**src/rtl/bcd_hex_updown_counter_7seg.sv**
```systemverilog
// N-digit up/down counter (hex or BCD digits, wrap or saturate) with a
// registered, one-hot multiplexed 7-segment scan of the current count.
`timescale 1ns/1ps
module bcd_hex_updown_counter_7seg #(
    parameter int NDIGITS   = 2,
    parameter int RADIX_BCD = 0,
    parameter int SCAN_DIV  = 4
) (
    input  logic                 clk_2,
    input  logic                 reset,
    input  logic                 en,
    input  logic                 up_dn,
    input  logic                 sat,
    input  logic                 load,
    input  logic [4*NDIGITS-1:0] load_val,
    output logic [4*NDIGITS-1:0] count,
    output logic                 tc,
    output logic                 ovf,
    output logic [NDIGITS-1:0]   digit_sel,
    output logic [7:0]           seg
);
    localparam int W  = 4 * NDIGITS;
    localparam int SW = (SCAN_DIV > 1) ? $clog2(SCAN_DIV) : 1;
    localparam int IW = (NDIGITS > 1) ? $clog2(NDIGITS) : 1;
    localparam logic [3:0]   DMAX = (RADIX_BCD != 0) ? 4'd9 : 4'd15;
    localparam logic [W-1:0] MAXV = {NDIGITS{DMAX}};

    logic [W-1:0]       count_q, count_d;
    logic               tc_q, tc_d;
    logic               ovf_q, ovf_d;
    logic [SW-1:0]      scan_cnt_q, scan_cnt_d;
    logic [IW-1:0]      idx_q, idx_d;
    logic [NDIGITS-1:0] digit_sel_q, digit_sel_d;
    logic [7:0]         seg_q, seg_d;

    logic [NDIGITS-1:0] dig_max, dig_zero;
    logic [W-1:0]       load_fix, inc_val, dec_val;
    logic               carry, borrow;
    logic               at_max, at_zero;
    logic [3:0]         shown_digit;

    function automatic logic [6:0] glyph(input logic [3:0] v);
        case (v)
            4'h0: glyph = 7'h3F;  4'h1: glyph = 7'h06;
            4'h2: glyph = 7'h5B;  4'h3: glyph = 7'h4F;
            4'h4: glyph = 7'h66;  4'h5: glyph = 7'h6D;
            4'h6: glyph = 7'h7D;  4'h7: glyph = 7'h07;
            4'h8: glyph = 7'h7F;  4'h9: glyph = 7'h6F;
            4'hA: glyph = 7'h77;  4'hB: glyph = 7'h7C;
            4'hC: glyph = 7'h39;  4'hD: glyph = 7'h5E;
            4'hE: glyph = 7'h79;  default: glyph = 7'h71;
        endcase
    endfunction

    // Per-digit bound detection and load clamping (digits above 9 become 9 in BCD)
    generate
        for (genvar gi = 0; gi < NDIGITS; gi++) begin : g_digit
            logic [3:0] cur_dig;
            logic [3:0] ld_dig;
            assign cur_dig  = count_q[4*gi +: 4];
            assign ld_dig   = load_val[4*gi +: 4];
            assign dig_max[gi]  = (cur_dig == DMAX);
            assign dig_zero[gi] = (cur_dig == 4'd0);
            assign load_fix[4*gi +: 4] = ((RADIX_BCD != 0) && (ld_dig > 4'd9)) ? 4'd9 : ld_dig;
        end
    endgenerate

    assign at_max  = &dig_max;
    assign at_zero = &dig_zero;

    // Ripple carry/borrow digit by digit so hex and BCD share one structure
    always_comb begin
        inc_val = count_q;
        dec_val = count_q;
        carry   = 1'b1;
        borrow  = 1'b1;
        for (int i = 0; i < NDIGITS; i++) begin
            if (carry)
                inc_val[4*i +: 4] = dig_max[i] ? 4'd0 : count_q[4*i +: 4] + 4'd1;
            if (borrow)
                dec_val[4*i +: 4] = dig_zero[i] ? DMAX : count_q[4*i +: 4] - 4'd1;
            carry  = carry & dig_max[i];
            borrow = borrow & dig_zero[i];
        end
    end

    always_comb begin
        count_d = count_q;
        tc_d    = 1'b0;
        ovf_d   = ovf_q;
        if (load) begin
            count_d = load_fix;
            ovf_d   = 1'b0;
        end else if (en) begin
            if (!up_dn) begin
                if (at_max) begin
                    tc_d    = 1'b1;
                    ovf_d   = 1'b1;
                    count_d = sat ? count_q : '0;
                end else begin
                    count_d = inc_val;
                end
            end else begin
                if (at_zero) begin
                    tc_d    = 1'b1;
                    ovf_d   = 1'b1;
                    count_d = sat ? count_q : MAXV;
                end else begin
                    count_d = dec_val;
                end
            end
        end
    end

    // Select and glyph use the next index so digit_sel and seg switch together
    always_comb begin
        scan_cnt_d = scan_cnt_q + SW'(1);
        idx_d      = idx_q;
        if (scan_cnt_q == SW'(SCAN_DIV - 1)) begin
            scan_cnt_d = '0;
            idx_d      = (idx_q == IW'(NDIGITS - 1)) ? '0 : idx_q + IW'(1);
        end
        shown_digit = count_q[3:0];
        for (int i = 0; i < NDIGITS; i++) begin
            if (idx_d == IW'(i))
                shown_digit = count_q[4*i +: 4];
        end
        digit_sel_d = NDIGITS'(1) << idx_d;
        seg_d       = {ovf_q && (idx_d == IW'(NDIGITS - 1)), glyph(shown_digit)};
    end

    always_ff @(posedge clk_2 or posedge reset) begin
        if (reset) begin
            count_q     <= '0;
            tc_q        <= 1'b0;
            ovf_q       <= 1'b0;
            scan_cnt_q  <= '0;
            idx_q       <= '0;
            digit_sel_q <= NDIGITS'(1);
            seg_q       <= 8'h3F;
        end else begin
            count_q     <= count_d;
            tc_q        <= tc_d;
            ovf_q       <= ovf_d;
            scan_cnt_q  <= scan_cnt_d;
            idx_q       <= idx_d;
            digit_sel_q <= digit_sel_d;
            seg_q       <= seg_d;
        end
    end

    assign count     = count_q;
    assign tc        = tc_q;
    assign ovf       = ovf_q;
    assign digit_sel = digit_sel_q;
    assign seg       = seg_q;

endmodule

```
**config.mk**
```make
export PLATFORM = sky130hd
export DESIGN_NAME = bcd_hex_updown_counter_7seg
export DESIGN_NICKNAME = d
export VERILOG_FILES = /design/src/rtl/bcd_hex_updown_counter_7seg.sv
export SDC_FILE = /design/constraint.sdc
export NUM_CORES = 1
export LEC_CHECK = 0
export ABC_CLOCK_PERIOD_IN_PS = 4900
export CELL_PAD_IN_SITES_DETAIL_PLACEMENT = 2
export CELL_PAD_IN_SITES_GLOBAL_PLACEMENT = 2
export CORE_ASPECT_RATIO = 2
export CORE_MARGIN = 3
export CORE_UTILIZATION = 34
export CTS_BUF_LIST = sky130_fd_sc_hd__clkbuf_4 sky130_fd_sc_hd__clkbuf_8
export DETAILED_ROUTE_END_ITERATION = 10
export GPL_ROUTABILITY_DRIVEN = 0
export PLACE_DENSITY = 0.85
export SLEW_MARGIN = 10
export SYNTH_ARGS = -nofsm -noshare
export SYNTH_HDL_FRONTEND = slang
export SYNTH_SLANG_ARGS = --single-unit
```
**constraint.sdc**
```tcl
create_clock -name clk_2 -period 4.9 [get_ports clk_2]
set_clock_uncertainty 0.15 [all_clocks]
set_input_delay 0.98 -clock clk_2 [delete_from_list [all_inputs] [get_ports clk_2]]
set_output_delay 0.98 -clock clk_2 [all_outputs]
set_load 0.01 [all_outputs]
```
==> results of run 1 <==
[registers in the layout (all words and copies together), names as in the netlist]
register    flops
scan_cnt_q      2
ovf             1
tc              1
digit_sel       2
count           8
seg             8
[area by class of cell]
| type | count | area (um^2) |
|---|---|---|
| Clock buffer | 3 | 41.29 |
| Clock inverter | 1 | 30.03 |
| Fill cell | 451 | 2235 |
| Inverter | 15 | 56.30 |
| Multi-Input combinational cell | 110 | 812.0 |
| Sequential cell | 22 | 559.3 |
| Tap cell | 52 | 65.06 |
| Timing Repair Buffer | 33 | 330.3 |
[cells in the mapped netlist, types with 2 or more instances]
library cell  count
nor3b_1           4
inv_1            15
a21o_1            2
mux2i_1           5
ha_1             12
xnor2_1           2
dfstp_2           7
o31ai_1           2
a31oi_1           6
o21ai_0          14
nor3_1            3
nand2_1          10
o211ai_1          2
a21oi_1          11
dfrtp_1          15
o21a_1            2
nor2_1            8
clkbuf_1          3
xor2_1            2
o22a_1            2
[worst max-delay path: stages]
cell,delay (ns)
clkdlybuf4s50_1,0.66
and4bb_2,0.40
a22oi_2,0.32
o21a_1,0.26
mux2i_1,0.21
o21ai_0,0.09
[per-stage QoR]
stage	std cells	util (%)	setup slack (ns)
after CTS	236	45.88	1.968
after global placement	232	44.15	1.832
after global routing	236	45.88	1.868
final	236	45.88	1.969
after floorplan	155	-	2.557
after detailed placement	232	44.15	1.678
[cell families after synthesis]
group | Yosys count
xor gates and xnor gates | 5
and+or+nand+nor | 35
muxes | 7
buffers and inverters | 23
adders and majority gates | 12
AOI/OAI and AO/OA | 51
DFF | 22
[metal layers]
layer	part of all wire (%)	vias to the layer above
met4	5.0	0
met5	0	-
met1	34	650
li1	-	607
met3	3.0	16
met2	58	41
[where the power goes]
part	internal (uW)	leakage (uW)	switching [uW]	total, uW
clock network	109	0.0000357	66.6	176
registers	214	0.000259	36.5	250
logic	110	0.000512	117	227
[how the worst max path moves through the flow]
stage / startpoint / to / cells past startpoint
2_1_floorplan: scan_cnt_q[0] / seg[3] / 7
3_3_place_gp: up_dn / count[0] / 6
3_5_place_dp: up_dn / count[1] / 6
4_1_cts: up_dn / count[1] / 6
5_1_grt: scan_cnt_q[0] / seg[0] / 8
6_report: up_dn / count[1] / 6
[cell usage in the layout, fill, tap and decap left out, drive strengths merged, types with 2 or more instances in the layout]
cell,instances
clkdlybuf4s50,33
inv,15
dfrtp,15
o21ai,15
ha,12
a21oi,11
nand2,10
nor2,8
dfstp,7
a31oi,6
mux2i,6
nor3b,4
nor3,3
clkbuf,3
xor2,3
o21a,2
o31ai,2
o211ai,2
o22a,2
a21o,2
xnor2,2
and2,2
==> key figures, run 1 <==
GRT
  – Met2 GRT Util: 36.02%
  – Largest net degree at the start of global routing: 23
  – Grt met3 use: 2.099%
  – First-pass GRT wire length: 7341 um
  – GRT overflow: 0
  – Layer with the highest usage: met2
  – M1 GR Usage: 18.39%
  – Total track usage: 18.94%
  – Initial antenna violation count: 0
  – Vias in the first global route: 1475

Floorplanning
  – Die H: 99.35 um
  – Initial Util: 35.88%
  – Die Width: 52.68 um
  – Die Area: 0.005233 mm^2
  – Core area: 0.004129 mm^2
  – # rows: 33
  – IO Pins: 34

Clocking
  – Clock Pin Slew Worst Setup and Hold Paths: 0.09 ns
  – Cts bufs inserted: 3
  – # clock sinks: 22
  – Htree depth: 1
  – Post-cts resize count: 0
  – Root buffer cell: clkbuf_8
  – Max clock buf depth: 2
  – Worst-Skew Late Latency: 0.27 ns
  – Setup Fix Bufs, Post-CTS: 0
  – Clock tree from TritonCTS: built
  – Hold-fix buffers, CTS: 0

Worst hold path
  – Worst hold endpoint: scan_cnt_q[0]
  – HP Start: scan_cnt_q[0]
  – Worst hold path depth: 1
  – Min-delay worst type: reg -> reg

Worst setup path
  – CP startpoint kind: input pin
  – Arrival time at the worst endpoint: 2.91 ns
  – Flop2flop setup slack: 2.08 ns
  – Crit Path Max Fanout: 14
  – Crit. End Element: register
  – FF-to-FF End: seg[0]
  – R2R depth: 8
  – Worst r2r src: scan_cnt_q[0]
  – CP required: 4.88 ns
  – CP Class: in -> reg

Synthesis
  – Post-Syn Nets: 181
  – Distinct cell type count after synthesis: 48
  – Syn_area_per_cell: 9.558 um^2
  – Post-synthesis compound-gate area fraction: 22.55%
  – Asr flop ratio synth: 100.0%
  – Synth Area in XOR/XNOR: 4.223%
  – Post-synthesis mux area share: 5.068%
  – Sequential-to-total area share from yosys stat: 37.75%
  – Mapped Area: 0.001481 mm^2
  – Largest family of logic cells by synthesized area: compound AO/OA/AOI/OAI gates
  – Post-synthesis simple-gate area fraction: 12.84%
  – Synth Area in Adders: 10.14%
  – Top post-synthesis cells by area: dfrtp_1 (25%), dfstp_2 (12%), ha_1 (10%), o21ai_0 (4.7%), inv_1 (3.8%)
  – EDFF count, synth: 0
  – Synth Warn #: 0
  – Post-synthesis register bit count: 22
  – Yosys top cell by area: dfrtp_1
  – Synth Flop Type: dfrtp_1
  – Synth top area share: 25.34%
  – Cells after Synth: 155

Routing
  – Vias per inst: 5.568
  – DRC viols: 0
  – DR vias: 1314
  – Final wirelength: 4535 um
  – Routed Antenna Nets: 0
  – Initial DRC count: 18
  – Number of iterations in the first detailed-routing pass: 4
  – Routed WL per cell: 19.22 um

Cells and area
  – Design area: 0.001894 mm^2
  – Ant. Diodes: 0
  – Area growth syn-to-layout: 27.87%
  – Share of post-route cells with drive strength above 1: 10.33%
  – Fin nets: 211

STA
  – Min Tclk post-route: 2.931 ns
  – Worst-margin pin slew: 1.068 ns
  – Max Slew Vio Count: 0
  – Slew HR: 26.78%
  – Final Hold Slack: 0.2960 ns
  – Max frequency: 341.2 MHz
  – Period utilization: 59.81%
  – Final hold violations: 0
  – Endpoints failing setup: 0
  – RSZ-0062 raised after global routing: no
  – Setup tns final: 0 ns

Power and ir drop
  – Power Dens Cells: 344.8 mW/mm^2
  – Leakage: 0.0008072 uW
  – VDD IR max: 184.5 uV
  – Power consumption: 653.2 uW

Placement
  – Number of I/O port buffers: 33
  – Detailed placement HPWL: 3641 um
  – DP Area: 0.001823 mm^2

Run
  – Max_cap viols: 0

Run status
  – Outcome: complete, no violations
Power figures use the tool's default switching activity.
==> run 2: changes to the inputs <==
Settings changed: ABC_CLOCK_PERIOD_IN_PS 4900 to 2900, CORE_UTILIZATION 34 to 31, PLACE_DENSITY 0.85 to 0.79.
Clock period 4.9 ns to 2.9 ns, I/O delays scaled along.
==> key figures, run 2 (same netlist as run 1, synthesis figures left out) <==
Worst setup path
  – Crit. End Element: register
  – Critical Path Source: scan_cnt_q[0]
  – Flop2flop setup slack: 0.24 ns
  – FF-to-FF End: seg[3]
  – CP startpoint kind: register
  – Worst r2r src: scan_cnt_q[0]
  – Arrival time at the worst endpoint: 2.71 ns
  – CP endpoint: seg[3]
  – CP Class: reg -> reg
  – CP required: 2.95 ns
  – Crit Path Max Fanout: 8
  – R2R depth: 7

STA
  – Final hold violations: 0
  – Worst-margin pin slew: 0.8248 ns
  – Min Tclk post-route: 2.659 ns
  – Max frequency: 376.0 MHz
  – RSZ-0062 raised after global routing: no
  – Max Slew Vio Count: 0
  – Slew HR: 44.95%
  – Endpoints failing setup: 0
  – Period utilization: 91.70%
  – Setup tns final: 0 ns

Clocking
  – Htree depth: 1
  – Hold-fix buffers, CTS: 0
  – Root buffer cell: clkbuf_8
  – Max clock buf depth: 2
  – Clock tree from TritonCTS: built
  – Post-cts resize count: 0
  – Setup Fix Bufs, Post-CTS: 0
  – Clock Pin Slew Worst Setup and Hold Paths: 0.09 ns
  – # clock sinks: 22
  – Cts bufs inserted: 3
  – Worst-Skew Late Latency: 0.27 ns

GRT
  – First-pass GRT wire length: 7251 um
  – Total track usage: 17.33%
  – Vias in the first global route: 1451
  – GRT overflow: 0
  – Largest net degree at the start of global routing: 23
  – Initial antenna violation count: 0

Routing
  – Number of iterations in the first detailed-routing pass: 4
  – Final wirelength: 4262 um
  – DR vias: 1296
  – Vias per inst: 5.311
  – Initial DRC count: 15
  – Routed Antenna Nets: 0
  – DRC viols: 0
  – Routed WL per cell: 17.47 um

Floorplanning
  – # rows: 35
  – Die Area: 0.005694 mm^2
  – IO Pins: 34
  – Die Width: 54.88 um
  – Initial Util: 32.22%
  – Die H: 103.8 um
  – Core area: 0.004598 mm^2

Placement
  – Detailed placement HPWL: 3499 um
  – Number of I/O port buffers: 33

Run status
  – Outcome: complete, no violations

Cells and area
  – Area growth syn-to-layout: 30.66%
  – Ant. Diodes: 0
  – Fin nets: 216
  – Share of post-route cells with drive strength above 1: 12.70%
  – Commonest non-fill, non-tap cells in the layout: clkdlybuf4s50_1 (33), inv_1 (15), dfrtp_1 (15)
  – Most common cell after layout, fill and taps aside: clkdlybuf4s50_1
  – Final Util: 42.10%

Power and ir drop
  – Power Dens Cells: 568.4 mW/mm^2
  – Leakage: 0.0008309 uW
  – VDD IR max: 304.6 uV

Worst hold path
  – Min-delay worst type: reg -> reg

Run
  – Max_cap viols: 0
run 2: changes by cell type in the layout (fill, tap and decap cells not counted), sizes merged:
| cell | delta |
|---|---|
| buf | +5 |
run 2: worst min-delay path by stage:
stage	slack, ns	startpoint	cells past startpoint	end
finish	0.29	scan_cnt_q[0]	1	scan_cnt_q[0]
global route	0.31	scan_cnt_q[0]	1	scan_cnt_q[0]
CTS	0.30	scan_cnt_q[0]	1	scan_cnt_q[0]
detailed placement	0.28	scan_cnt_q[0]	1	scan_cnt_q[0]
global placement	0.27	scan_cnt_q[0]	1	scan_cnt_q[0]
floorplan	0.25	scan_cnt_q[0]	1	scan_cnt_q[0]
run 2: final cells by class:
cell class,count,area [um^2]
Fill cell,523,2663
Timing Repair Buffer,38,367.9
Multi-Input combinational cell,110,812.0
Clock inverter,1,30.03
Inverter,15,56.30
Tap cell,55,68.82
Clock buffer,3,41.29
Sequential cell,22,559.3
run 2: power by group:
group / switching, uW / total (uW) / internal [uW] / leakage [uW]
Sequential: 58.3 / 420 / 361 / 0.000259
Combinational: 193 / 389 / 195 / 0.000536
Clock: 107 / 292 / 184 / 0.0000357
run 2: through the flow:
step | area, um^2 | instances | setup WS [ns] | hold slack [ns] | total power (uW)
floorplan | 1481 | 155 | 0.5570 | 0.2531 | 641.4
global placement | 1864 | 240 | 0.3175 | 0.2687 | 797.0
detailed placement | 1864 | 240 | 0.2319 | 0.2842 | 819.9
CTS | 1936 | 244 | 0.2038 | 0.2964 | 1115
global route | 1936 | 244 | 0.02427 | 0.3133 | 1176
finish | 1936 | 244 | 0.2408 | 0.2886 | 1100
run 2: per-layer routing:
| layer | vias up | share of wire, % | global-route usage, % |
|---|---|---|---|
| met5 | - | 0 | 0 |
| met4 | 0 | 2.5 | 6.239 |
| met3 | 8 | 2.8 | 2.158 |
| met2 | 26 | 61 | 31.86 |
| met1 | 648 | 33 | 18.40 |
| li1 | 614 | - | - |
run 2: critical path: stages, from the launching register on:
cell,delay [ns]
dfrtp_1,0.39
ha_1,0.27
xor2_4,0.33
mux2i_1,0.53
inv_1,0.23
ha_1,0.27
mux2_1,0.28
a21oi_1,0.14
